==> config.mk <==
export PLATFORM = sky130hd
export DESIGN_NAME = data_c_pkt_route_s2m
export DESIGN_NICKNAME = d
export VERILOG_FILES = /design/src/rtl/data_c_pkt_route_s2m.sv
export SDC_FILE = /design/constraint.sdc
export NUM_CORES = 1
export LEC_CHECK = 0
export ABC_CLOCK_PERIOD_IN_PS = 5710
export CELL_PAD_IN_SITES_DETAIL_PLACEMENT = 1
export CELL_PAD_IN_SITES_GLOBAL_PLACEMENT = 1
export CORE_AREA = 2 2 50 52
export CTS_CLUSTER_DIAMETER = 60
export DETAILED_ROUTE_END_ITERATION = 16
export DIE_AREA = 0 0 52 54
export DONT_BUFFER_PORTS = 1
export MAX_ROUTING_LAYER = met4
export PLACE_DENSITY_LB_ADDON = 0.1
export SYNTH_ARGS = -nofsm -noshare
export SYNTH_HDL_FRONTEND = slang
export SYNTH_SLANG_ARGS = --single-unit
==> constraint.sdc <==
create_clock -name clock -period 5.71 [get_ports clock]
set_input_delay 0.571 -clock clock [delete_from_list [all_inputs] [get_ports clock]]
set_output_delay 0.571 -clock clock [all_outputs]
set_load 0.01 [all_outputs]
==> src/rtl/data_c_pkt_route_s2m.sv <==
// Packet-aware 1-to-NUM valid/ready demux. The destination is sampled on a packet's first beat.
// Packets with an out-of-range destination are swallowed whole and counted in drop_cnt.
module data_c_pkt_route_s2m #(
  parameter int unsigned NUM   = 8,
  parameter int unsigned DSIZE = 9,
  parameter int unsigned IDX_W = (NUM > 2) ? $clog2(NUM) : 1
) (
  input  logic             clock,
  input  logic             rst,
  input  logic             s_valid,
  output logic             s_ready,
  input  logic [DSIZE-1:0] s_data,
  input  logic [IDX_W-1:0] s_sel,
  output logic [NUM-1:0]   m_valid,
  input  logic [NUM-1:0]   m_ready,
  output logic [DSIZE-1:0] m_data,
  output logic [15:0]      drop_cnt
);

  localparam int unsigned DST_N = 1 << IDX_W;

  typedef enum logic [1:0] {
    S_IDLE = 2'd0,
    S_PKT  = 2'd1,
    S_DROP = 2'd2
  } state_e;

  state_e             state_q;
  logic               reg_valid_q;
  logic [IDX_W-1:0]   reg_dst_q;
  logic [DSIZE-1:0]   reg_data_q;
  logic [15:0]        drop_cnt_q;
  logic [15:0]        drop_cnt_d;

  logic [DST_N-1:0]   m_ready_pad;
  logic               drain;
  logic               accept;
  logic               s_last;
  logic               sel_ok;
  logic               load;
  logic               drop_first;

  // Pad ready out to the full index range so reg_dst_q can always index it.
  assign m_ready_pad = DST_N'(m_ready);

  assign drain  = reg_valid_q && m_ready_pad[reg_dst_q];
  assign s_last = s_data[DSIZE-1];
  assign sel_ok = ({1'b0, s_sel} < (IDX_W+1)'(NUM));

  // Ready depends only on registered state and m_ready, never on s_valid/s_sel.
  assign s_ready = !rst && ((state_q == S_DROP) || !reg_valid_q || m_ready_pad[reg_dst_q]);
  assign accept  = s_valid && s_ready;

  assign load       = accept && (((state_q == S_IDLE) && sel_ok) || (state_q == S_PKT));
  assign drop_first = accept && (state_q == S_IDLE) && !sel_ok;
  assign drop_cnt_d = (drop_first && (drop_cnt_q != 16'hFFFF)) ? drop_cnt_q + 16'd1 : drop_cnt_q;

  always_comb begin
    m_valid = '0;
    for (int unsigned i = 0; i < NUM; i++) begin
      m_valid[i] = reg_valid_q && (reg_dst_q == IDX_W'(i));
    end
  end

  assign m_data   = reg_data_q;
  assign drop_cnt = drop_cnt_q;

  // Output register, packet FSM and drop counter.
  always_ff @(posedge clock or posedge rst) begin
    if (rst) begin
      state_q     <= S_IDLE;
      reg_valid_q <= 1'b0;
      reg_dst_q   <= '0;
      reg_data_q  <= '0;
      drop_cnt_q  <= '0;
    end else begin
      drop_cnt_q <= drop_cnt_d;

      if (load) begin
        reg_valid_q <= 1'b1;
        reg_data_q  <= s_data;
        if (state_q == S_IDLE) begin
          reg_dst_q <= s_sel;
        end
      end else if (drain) begin
        reg_valid_q <= 1'b0;
      end

      if (accept) begin
        case (state_q)
          S_IDLE: begin
            if (!s_last) begin
              state_q <= sel_ok ? S_PKT : S_DROP;
            end
          end
          S_PKT, S_DROP: begin
            if (s_last) begin
              state_q <= S_IDLE;
            end
          end
          default: state_q <= S_IDLE;
        endcase
      end
    end
  end

endmodule

==> results.yml, run 1 <==
global_route:
  grt.overflow.total: 0
  grt_antenna_before_repair: 0
  grt_max_degree: 17
  grt_pass1_wl_um: 2350
  first_global_vias: 521
  grt.total_usage_pct: 12.4
run_status:
  outcome: "completed"
die:
  die_area_um2: 2810
  rows: 18
  die_h_um: 54
  initial_core_util_pct: 36.0
  die_w_um: 52
  core_area_um2: 2320
  ios: 57
place:
  place_ws_ns: 3.42
  placed_area_um2: 793
  place_congestion: 0.637
  portBuffers: 0
  place.detailed.hpwl_um: 1150
  dp.cells: 101
route:
  drt-total-wl_um: 1480
  vias_per_cell: 4.83
  first_iter_violations: 2
  drc_errors: 0
  routedWlPerCell_um: 14.1
  drtAntennaViolNets: 0
  dr.pass1.iters: 2
  vias: 507
power_and_ir_drop:
  cellPowerDensity_nw_per_um2: 520
  total_leakage_power_nw: 0.403
  peakVddDrop_uv: 241
  finalPower_uw: 431
yosys:
  yosysTopAreaCell: "dfrtp_1"
  synth_seq_cells: 14
  ys_async_sr_fraction_pct: 100
  synthFlopType: "dfrtp_1"
  synthTopCellsByArea: "dfrtp_1 42%, buf_4 14%, mux2_4 14%"
  synth_top_area_share_pct: 41.9
  synth_common_cells: "16 x buf_4, 14 x dfrtp_1, 8 x mux2_4"
  avgSynthCellArea_um2: 11.3
  netlist_area_um2: 836
  yosys_warnings: 0
  ys_seq_area_share_pct: 41.9
  synthCells: 74
  synth_cell_types: 22
  synth_edf_count: 0
  yosysMostFrequentCell: "buf_4"
timing:
  fin_ws_ns: 3.31
  setup_viol: 0
  period_share_pct: 42.0
  tightestPinTransition_ns: 0.595
  worst_hold_slack_ns: 0.231
  final-hold-violation-count: 0
  final.setup_skew_ns: 0.00519
  slew_viol_final: 0
  fmax_mhz: 417
  rsz0062_at_grt: "false"
  slew_headroom_pct: 60.0
  fin_tns_setup_ns: 0
  min_period_ns: 2.40
worst_setup_path:
  criticalPathCategory: "reg -> out"
  cp_data_arrival_time_ns: 1.83
  crit_path_start: "reg_dst_q[1]"
  reg2reg_depth: 5
  crit_end: "s_ready"
  rrSetupSlack_ns: 3.43
  critPathRequiredTime_ns: 5.14
  startpoint_type: "register"
  r2r-start: "reg_dst_q[1]"
  reg2reg_to: "m_data[5]"
  cp-end-kind: "primary output"
  critPathMaxFanout: 13
finish:
  fin_util_pct: 35.8
  finalInstanceArea_um2: 830
  fin_cells: 105
  drive_gt1_share_pct: 24.0
  nNetsFinal: 99
  antennaDiodeCount: 0
  syn_to_final_growth_pct: -0.749
cts:
  path_clk_slew_ns: 0.08
  numCtsBuffers: 3
  clkLatencyLatePin_ns: 0.28
  cts_max_path_buffers: 2
  cts_setup_buffers: 0
  htreeDepth: 1
  cts_hold_buffers: 0
  cts_sinks: 14
  post_cts_resized: 0
  clockRootBuffer: "clkbuf_4"
  cts_tree: "done"
job:
  cap_violations: 0
min_path:
  hold_class: "in -> async"
==> critical path: stages, from the launching register on <==
cell and delay (ns):
dfrtp_1 0.56, and2b_1 0.24, a2111oi_1 0.55, nor4_1 0.20
==> sequential cells by signal, indices dropped and copies added (netlist names) <==
register     cells
state_q          1
m_data           9
reg_dst_q        3
reg_valid_q      1
==> placed cells by master (no fill, tap or decap), drive strengths merged <==
master   count
nor4         1
nand2        4
conb        16
a2111oi      2
nor2         5
mux2i        1
inv          3
nand2b       1
o32ai        1
dfrtp       14
clkbuf       4
nand4        1
mux2        14
nor3         4
nand3        2
and2b        2
==> worst min-delay path by stage <==
stage | to | start | cells after the start
finish | reg_dst_q[1] | rst | 1
CTS | reg_dst_q[1] | rst | 1
global route | reg_valid_q | rst | 1
floorplan | m_data[0] | rst | 1
detailed placement | state_q[0] | state_q[0] | 2
global placement | state_q[0] | state_q[0] | 2
==> cell families (layout without fill, tap and decap cells) <==
| logic type | after synthesis | count (layout) | share of synthesized area, % |
|---|---|---|---|
| buffers and inverters | 21 | 7 | 17.7 |
| AND/OR/NAND/NOR | 20 | 20 | 12.9 |
| multiplexers | 15 | 15 | 23.7 |
| flip-flops | 14 | 14 | 41.9 |
| AO/OA/AOI/OAI | 3 | 3 | 3.44 |
| other | 1 | 16 | 0.449 |
==> area by class of cell <==
class	count	area [µm²]
clock buffer	4	36.3
fill	270	1490
inverter	3	11.3
multi-input combinational	54	394
sequential	14	350
tap	30	37.5
==> routing by layer <==
metal,track usage (%),up-vias,part of all wire [%]
met5,-,-,0
met4,7.89,0,2.3
met2,18.4,40,43
li1,-,225,-
met3,4.72,5,14
met1,14.1,237,40
==> power by group <==
part / switching (mW) / total [mW] / internal (mW) / leakage [nW]
Clock: 0.0310 / 0.0698 / 0.0388 / 0.0210
Sequential: 0.0645 / 0.214 / 0.149 / 0.165
Combinational: 0.0685 / 0.148 / 0.0791 / 0.217
Total: 0.164 / 0.431 / 0.267 / 0.403
Power figures use the tool's default switching activity.
==> run 2: changes to the inputs <==
--- a/config.mk
+++ b/config.mk
@@ -5,13 +5,14 @@
 export SDC_FILE = /design/constraint.sdc
 export NUM_CORES = 1
 export LEC_CHECK = 0
-export ABC_CLOCK_PERIOD_IN_PS = 5710
+export ABC_AREA = 1
+export ABC_CLOCK_PERIOD_IN_PS = 1900
 export CELL_PAD_IN_SITES_DETAIL_PLACEMENT = 1
 export CELL_PAD_IN_SITES_GLOBAL_PLACEMENT = 1
-export CORE_AREA = 2 2 50 52
+export CORE_AREA = 2 2 54 56
 export CTS_CLUSTER_DIAMETER = 60
 export DETAILED_ROUTE_END_ITERATION = 16
-export DIE_AREA = 0 0 52 54
+export DIE_AREA = 0 0 56 58
 export DONT_BUFFER_PORTS = 1
 export MAX_ROUTING_LAYER = met4
 export PLACE_DENSITY_LB_ADDON = 0.1
==> constraint.sdc (replaced) <==
create_clock -name clock -period 1.9 [get_ports clock]
set_input_delay 0.19 -clock clock [delete_from_list [all_inputs] [get_ports clock]]
set_output_delay 0.19 -clock clock [all_outputs]
set_load 0.01 [all_outputs]
==> run 2 against run 1 <==
  * Flip-flop and latch count stayed put
  * Combinational power grew to 3.7 times the previous value
  * Register-to-register slack worse by 3.1 ns
  * Clock skew hardly changed
  * Global-route usage is 1.2 points higher
  * Largest power group unchanged
==> results.yml, run 2 <==
run_status:
  outcome: "completed"
worst_setup_path:
  path_buf_inv: 2
  reg2reg_to: "state_q[0]"
  critPathRequiredTime_ns: 1.71
  cp_data_arrival_time_ns: 1.50
  critPathMaxStageDelay_ns: 0.40
  cp_cell_sequence: "nand2_1, clkinv_1, o21ai_2, inv_1, nand2_1, nand2_2, nor2_4"
  startpoint_type: "register"
  critPathSlowestCell: "dfrtp_1"
  reg2reg_depth: 10
  cp-end-kind: "primary output"
  rrSetupSlack_ns: 0.33
  path_common_cell: "nand2_1"
  criticalPathCategory: "reg -> out"
  cpLargestDelayFamily: "simple AND/OR/NAND/NOR gates"
  r2r-start: "reg_valid_q"
  critPathMaxFanout: 7
finish:
  syn_to_final_growth_pct: 0.823
  fillers: 352
  drive_gt1_share_pct: 12.5
  nNetsFinal: 152
  largest_reg_flops: 9
  layout_common_cells: "37 x nand2_1, 16 x conb_1, 15 x nand3_1"
  antennaDiodeCount: 0
  final_common_cell: "nand2_1"
min_path:
  hold_class: "in -> reg"
  hold_start: "s_data[0]"
  min_to: "m_data[0]"
  min_path_cells: 2
cts:
  clockRootBuffer: "clkbuf_4"
  cts_sinks: 14
  cts_max_path_buffers: 2
  cts_tree: "done"
  path_clk_slew_ns: 0.09
  htreeDepth: 1
  numCtsBuffers: 3
  clkLatencyLatePin_ns: 0.29
global_route:
  grt.overflow.total: 0
  grt.total_usage_pct: 13.6
  grt_max_degree: 15
  first_global_vias: 723
  grt_pass1_wl_um: 3330
  grt_antenna_before_repair: 0
timing:
  final.setup_skew_ns: 0.00470
  rsz0062_at_grt: "false"
  min_period_ns: 1.69
  worst_hold_slack_ns: 0.0335
  fmax_mhz: 590
  setup_viol: 0
  slew_viol_final: 0
  final-hold-violation-count: 0
  period_share_pct: 89.2
  fin_tns_setup_ns: 0
die:
  die_w_um: 56
  ios: 57
  initial_core_util_pct: 34.3
  core_area_um2: 2660
  die_h_um: 58
  rows: 19
  die_area_um2: 3250
route:
  routedWlPerCell_um: 13.3
  dr.pass1.iters: 4
  vias: 729
  drc_errors: 0
  first_iter_violations: 15
  drt-total-wl_um: 2110
  vias_per_cell: 4.58
  drtAntennaViolNets: 0
power_and_ir_drop:
  p_int_uw: 735
  peakVddDrop_uv: 574
  comb_power_share_pct: 39.7
  clkPwrFrac_pct: 15.8
  netSwitchingPower_uw: 640
  cellPowerDensity_nw_per_um2: 1490
  swShare_pct: 46.5
  total_leakage_power_nw: 0.530
  seqPwrFrac_pct: 44.5
yosys:
  synth_seq_cells: 14
  avgSynthCellArea_um2: 7.30
  yosys_warnings: 0
  yosysMostFrequentCell: "nand2_1"
  synth_cell_types: 17
  ys_seq_area_share_pct: 38.4
  synthFlopType: "dfrtp_1"
  netlist_area_um2: 912
  synth_top_area_share_pct: 38.4
  synth_edf_count: 0
  ys_async_sr_fraction_pct: 100
  synth_common_cells: "37 x nand2_1, 16 x buf_4, 15 x nand3_1"
  synthCells: 125
  yosysTopAreaCell: "dfrtp_1"
  synthTopCellsByArea: "dfrtp_1 38%, nand2_1 15%, buf_4 13%"
job:
  cap_violations: 0
place:
  place.detailed.hpwl_um: 1630
  portBuffers: 0
  place_congestion: 0.794
## run 2: cell count changes in the layout (fill, tap and decap cells not counted), moves of 4 or more
cell / change
inv_1: +10
mux2_2: -4
mux2_4: -8
nand2_1: +33
nand3_1: +14
nor2_1: +9
## run 2: power groups by stage
| stage | clock [mW] | combinational [mW] | sequential [mW] |
|---|---|---|---|
| 2_1_floorplan | 0 | 0.492 | 0.581 |
| 3_3_place_gp | 0 | 0.519 | 0.612 |
| 3_5_place_dp | 0 | 0.538 | 0.613 |
| 4_1_cts | 0.227 | 0.539 | 0.611 |
| 5_1_grt | 0.244 | 0.643 | 0.635 |
| 6_report | 0.217 | 0.545 | 0.612 |
## run 2: cell families after synthesis
logic type,Yosys count,synth area share [%]
AND/OR/NAND/NOR,75,37.0
buffers and inverters,33,22.2
flip-flops,14,38.4
other,1,0.411
AO/OA/AOI/OAI,2,1.92
## run 2: worst max path at each step
stage / startpoint / endpoint / slack [ns] / depth (start not counted)
CTS: reg_dst_q[0] / s_ready / 0.13 / 7
global placement: reg_dst_q[0] / state_q[0] / 0.31 / 10
finish: reg_valid_q / s_ready / 0.21 / 7
detailed placement: reg_dst_q[0] / state_q[0] / 0.26 / 10
floorplan: reg_dst_q[0] / m_data[8] / 0.56 / 9
global route: reg_dst_q[2] / s_ready / 0.03 / 7
## run 2: final cells by class
cell class / count / area [µm²] / share of cell area [%]
sequential: 14 / 353 / 38.4
clock buffer: 4 / 36.3 / 3.95
multi-input combinational: 94 / 422 / 45.9
inverter: 14 / 52.6 / 5.71
tap: 31 / 38.8 / 4.22
timing repair buffer: 2 / 17.5 / 1.90
## run 2: routing by layer
layer	vias up	part of all wire (%)	wire length [µm]	global-route usage [%]
met1	326	43	908	16.0
met2	38	47	1000	22.7
met5	-	0	0	-
li1	361	-	-	-
met3	4	7.9	166	2.46
met4	0	1.5	31	6.12
## run 2: stage by stage
stage               cell area, µm²  std cells  power, mW  worst slack, ns  utilization, %
detailed placement             865        153       1.15            0.260            32.5
finish                         920        159       1.37            0.206            34.5
CTS                            911        158       1.38            0.133            34.2
global route                   920        159       1.52           0.0281            34.5
floorplan                      968        140       1.07            0.563               -
global placement               865        153       1.13            0.308            32.5
## run 2: worst reg2reg max path: cells and delay by family, from the launching register on
family / cells / cell delay, ns
DFF: 1 / 0.40
and+or+nand+nor: 6 / 0.81
AOI/OAI and AO/OA: 1 / 0.07
buffers and inverters: 3 / 0.19
## run 2: what timing repair did
item / in CTS / in global routing
setup buffers: 0 / 0
hold endpoints to repair: 14 / 0
hold buffers: 1 / 0
setup endpoints to repair: 0 / 1
resized for setup: 0 / 2
==> run 3: changes to the inputs <==
==> constraint.sdc (replaced) <==
create_clock -name clock -period 1.9 [get_ports clock]
set_input_delay 0.19 -clock clock [delete_from_list [all_inputs] [get_ports clock]]
set_output_delay 0.19 -clock clock [all_outputs]
set_load 0.02 [all_outputs]
==> run 3 against run 2 <==
  * Non-clock buffer count is 1 higher
  * Largest power group unchanged
  * Clock power fell by 26%
  * Sequential share of layout area is 0.37 points higher
  * Flip-flop and latch count is the same
  * Largest cell class unchanged
==> results.yml, run 3 (synthesis results as in run 2) <==
power_and_ir_drop:
  finalPower_mw: 1.43
  cellPowerDensity_nw_per_um2: 1570
  total_leakage_power_nw: 0.526
  peakVddDrop_uv: 597
route:
  drtAntennaViolNets: 0
  dr.pass1.iters: 3
  drt-total-wl_um: 1990
  vias: 715
  drc_errors: 0
  first_iter_violations: 38
  vias_per_cell: 4.53
  routedWlPerCell_um: 12.6
finish:
  syn_to_final_growth_pct: -0.137
  fillers: 358
  layout_common_cells: "37 x nand2_1, 16 x conb_1, 15 x nand3_1"
  fin_cells: 158
  finalInstanceArea_um2: 911
  nNetsFinal: 152
  drive_gt1_share_pct: 11.8
  largest_reg_flops: 9
  final_common_cell: "nand2_1"
  antennaDiodeCount: 0
cts:
  cts_max_path_buffers: 2
  cts_tree: "done"
  clockRootBuffer: "clkbuf_4"
  numCtsBuffers: 3
  clkLatencyLatePin_ns: 0.27
  htreeDepth: 1
  cts_sinks: 14
  path_clk_slew_ns: 0.07
place:
  portBuffers: 0
  placed_area_um2: 872
  place.detailed.hpwl_um: 1610
  place_congestion: 0.787
  dp.cells: 154
  place_ws_ns: 0.329
worst_setup_path:
  cp-end-kind: "primary output"
  critPathRequiredTime_ns: 1.71
  cp_cell_sequence: "inv_1, nand3_1, nand2_1, nor2_1, nand2_1, nand2_2, nor2_4, buf_6"
  path_common_cell: "nand2_1"
  critPathMaxStageDelay_ns: 0.45
  reg2reg_to: "m_data[3]"
  startpoint_type: "register"
  rrSetupSlack_ns: 0.36
  criticalPathCategory: "reg -> out"
  crit_path_start: "reg_dst_q[0]"
  reg2reg_depth: 8
  critPathMaxFanout: 9
  critPathSlowestCell: "dfrtp_2"
  r2r-start: "reg_dst_q[0]"
  cp_data_arrival_time_ns: 1.53
job:
  cap_violations: 0
timing:
  final-hold-violation-count: 0
  setup_viol: 0
  fin_tns_setup_ns: 0
  slew_viol_final: 0
  rsz0062_at_grt: "false"
  min_period_ns: 1.72
  period_share_pct: 90.3
  fin_ws_ns: 0.184
  final.setup_skew_ns: 0.00542
  fmax_mhz: 583
global_route:
  grt.overflow.total: 0
  grt_pass1_wl_um: 3190
  first_global_vias: 718
  grt.total_usage_pct: 13.2
  grt_max_degree: 15
  grt_antenna_before_repair: 0
die:
  core_area_um2: 2660
  die_h_um: 58
  ios: 57
  initial_core_util_pct: 34.3
  rows: 19
  die_w_um: 56
  die_area_um2: 3250
run_status:
  outcome: "completed"
min_path:
  min_to: "reg_dst_q[0]"
  min_path_cells: 2
  hold_class: "in -> reg"
  hold_start: "s_sel[0]"
-- run 3: area by class of cell --
| type | count | area (µm²) | area share (%) |
|---|---|---|---|
| well taps | 31 | 38.8 | 4.26 |
| repair buffers | 3 | 28.8 | 3.16 |
| multi-input cells | 93 | 415 | 45.6 |
| clock buffers | 3 | 22.5 | 2.47 |
| inverters | 14 | 52.6 | 5.77 |
| flip-flops and latches | 14 | 353 | 38.7 |
-- run 3: worst max-delay path: cells and delay by family (launching register included) --
kind	cells	cell delay (ns)
buffers and inverters	2	0.30
and+or+nand+nor	6	0.51
DFF	1	0.45
-- run 3: worst max path at each step --
stage,to
floorplan,m_data[8]
global placement,m_data[7]
detailed placement,m_data[5]
CTS,s_ready
global route,s_ready
finish,s_ready
-- run 3: metal layers --
layer,up-vias,wire [µm],global-route usage [%]
met1,318,806,15.0
met4,0,17,6.12
met3,2,175,3.13
met5,-,0,-
li1,357,-,-
met2,38,994,22.0
-- run 3: stage by stage --
step,utilization (%),hold WS [ns]
2_1_floorplan,-,0.103
3_3_place_gp,32.8,0.0166
3_5_place_dp,32.8,0.0197
4_1_cts,34.0,0.0429
5_1_grt,34.2,0.0330
6_report,34.2,0.0512
-- run 3: repair_timing --
action                     4_1_cts  5_1_grt
setup endpoints to repair        0        1
hold endpoints to repair         4        0
hold buffers                     1        0
setup buffers                    0        0
gates resized for setup          0        3
-- run 3: power by group --
group          switching (mW)  internal, mW  total, mW
Sequential              0.239         0.445      0.685
Combinational           0.404         0.180      0.584
Clock                  0.0871        0.0733      0.160
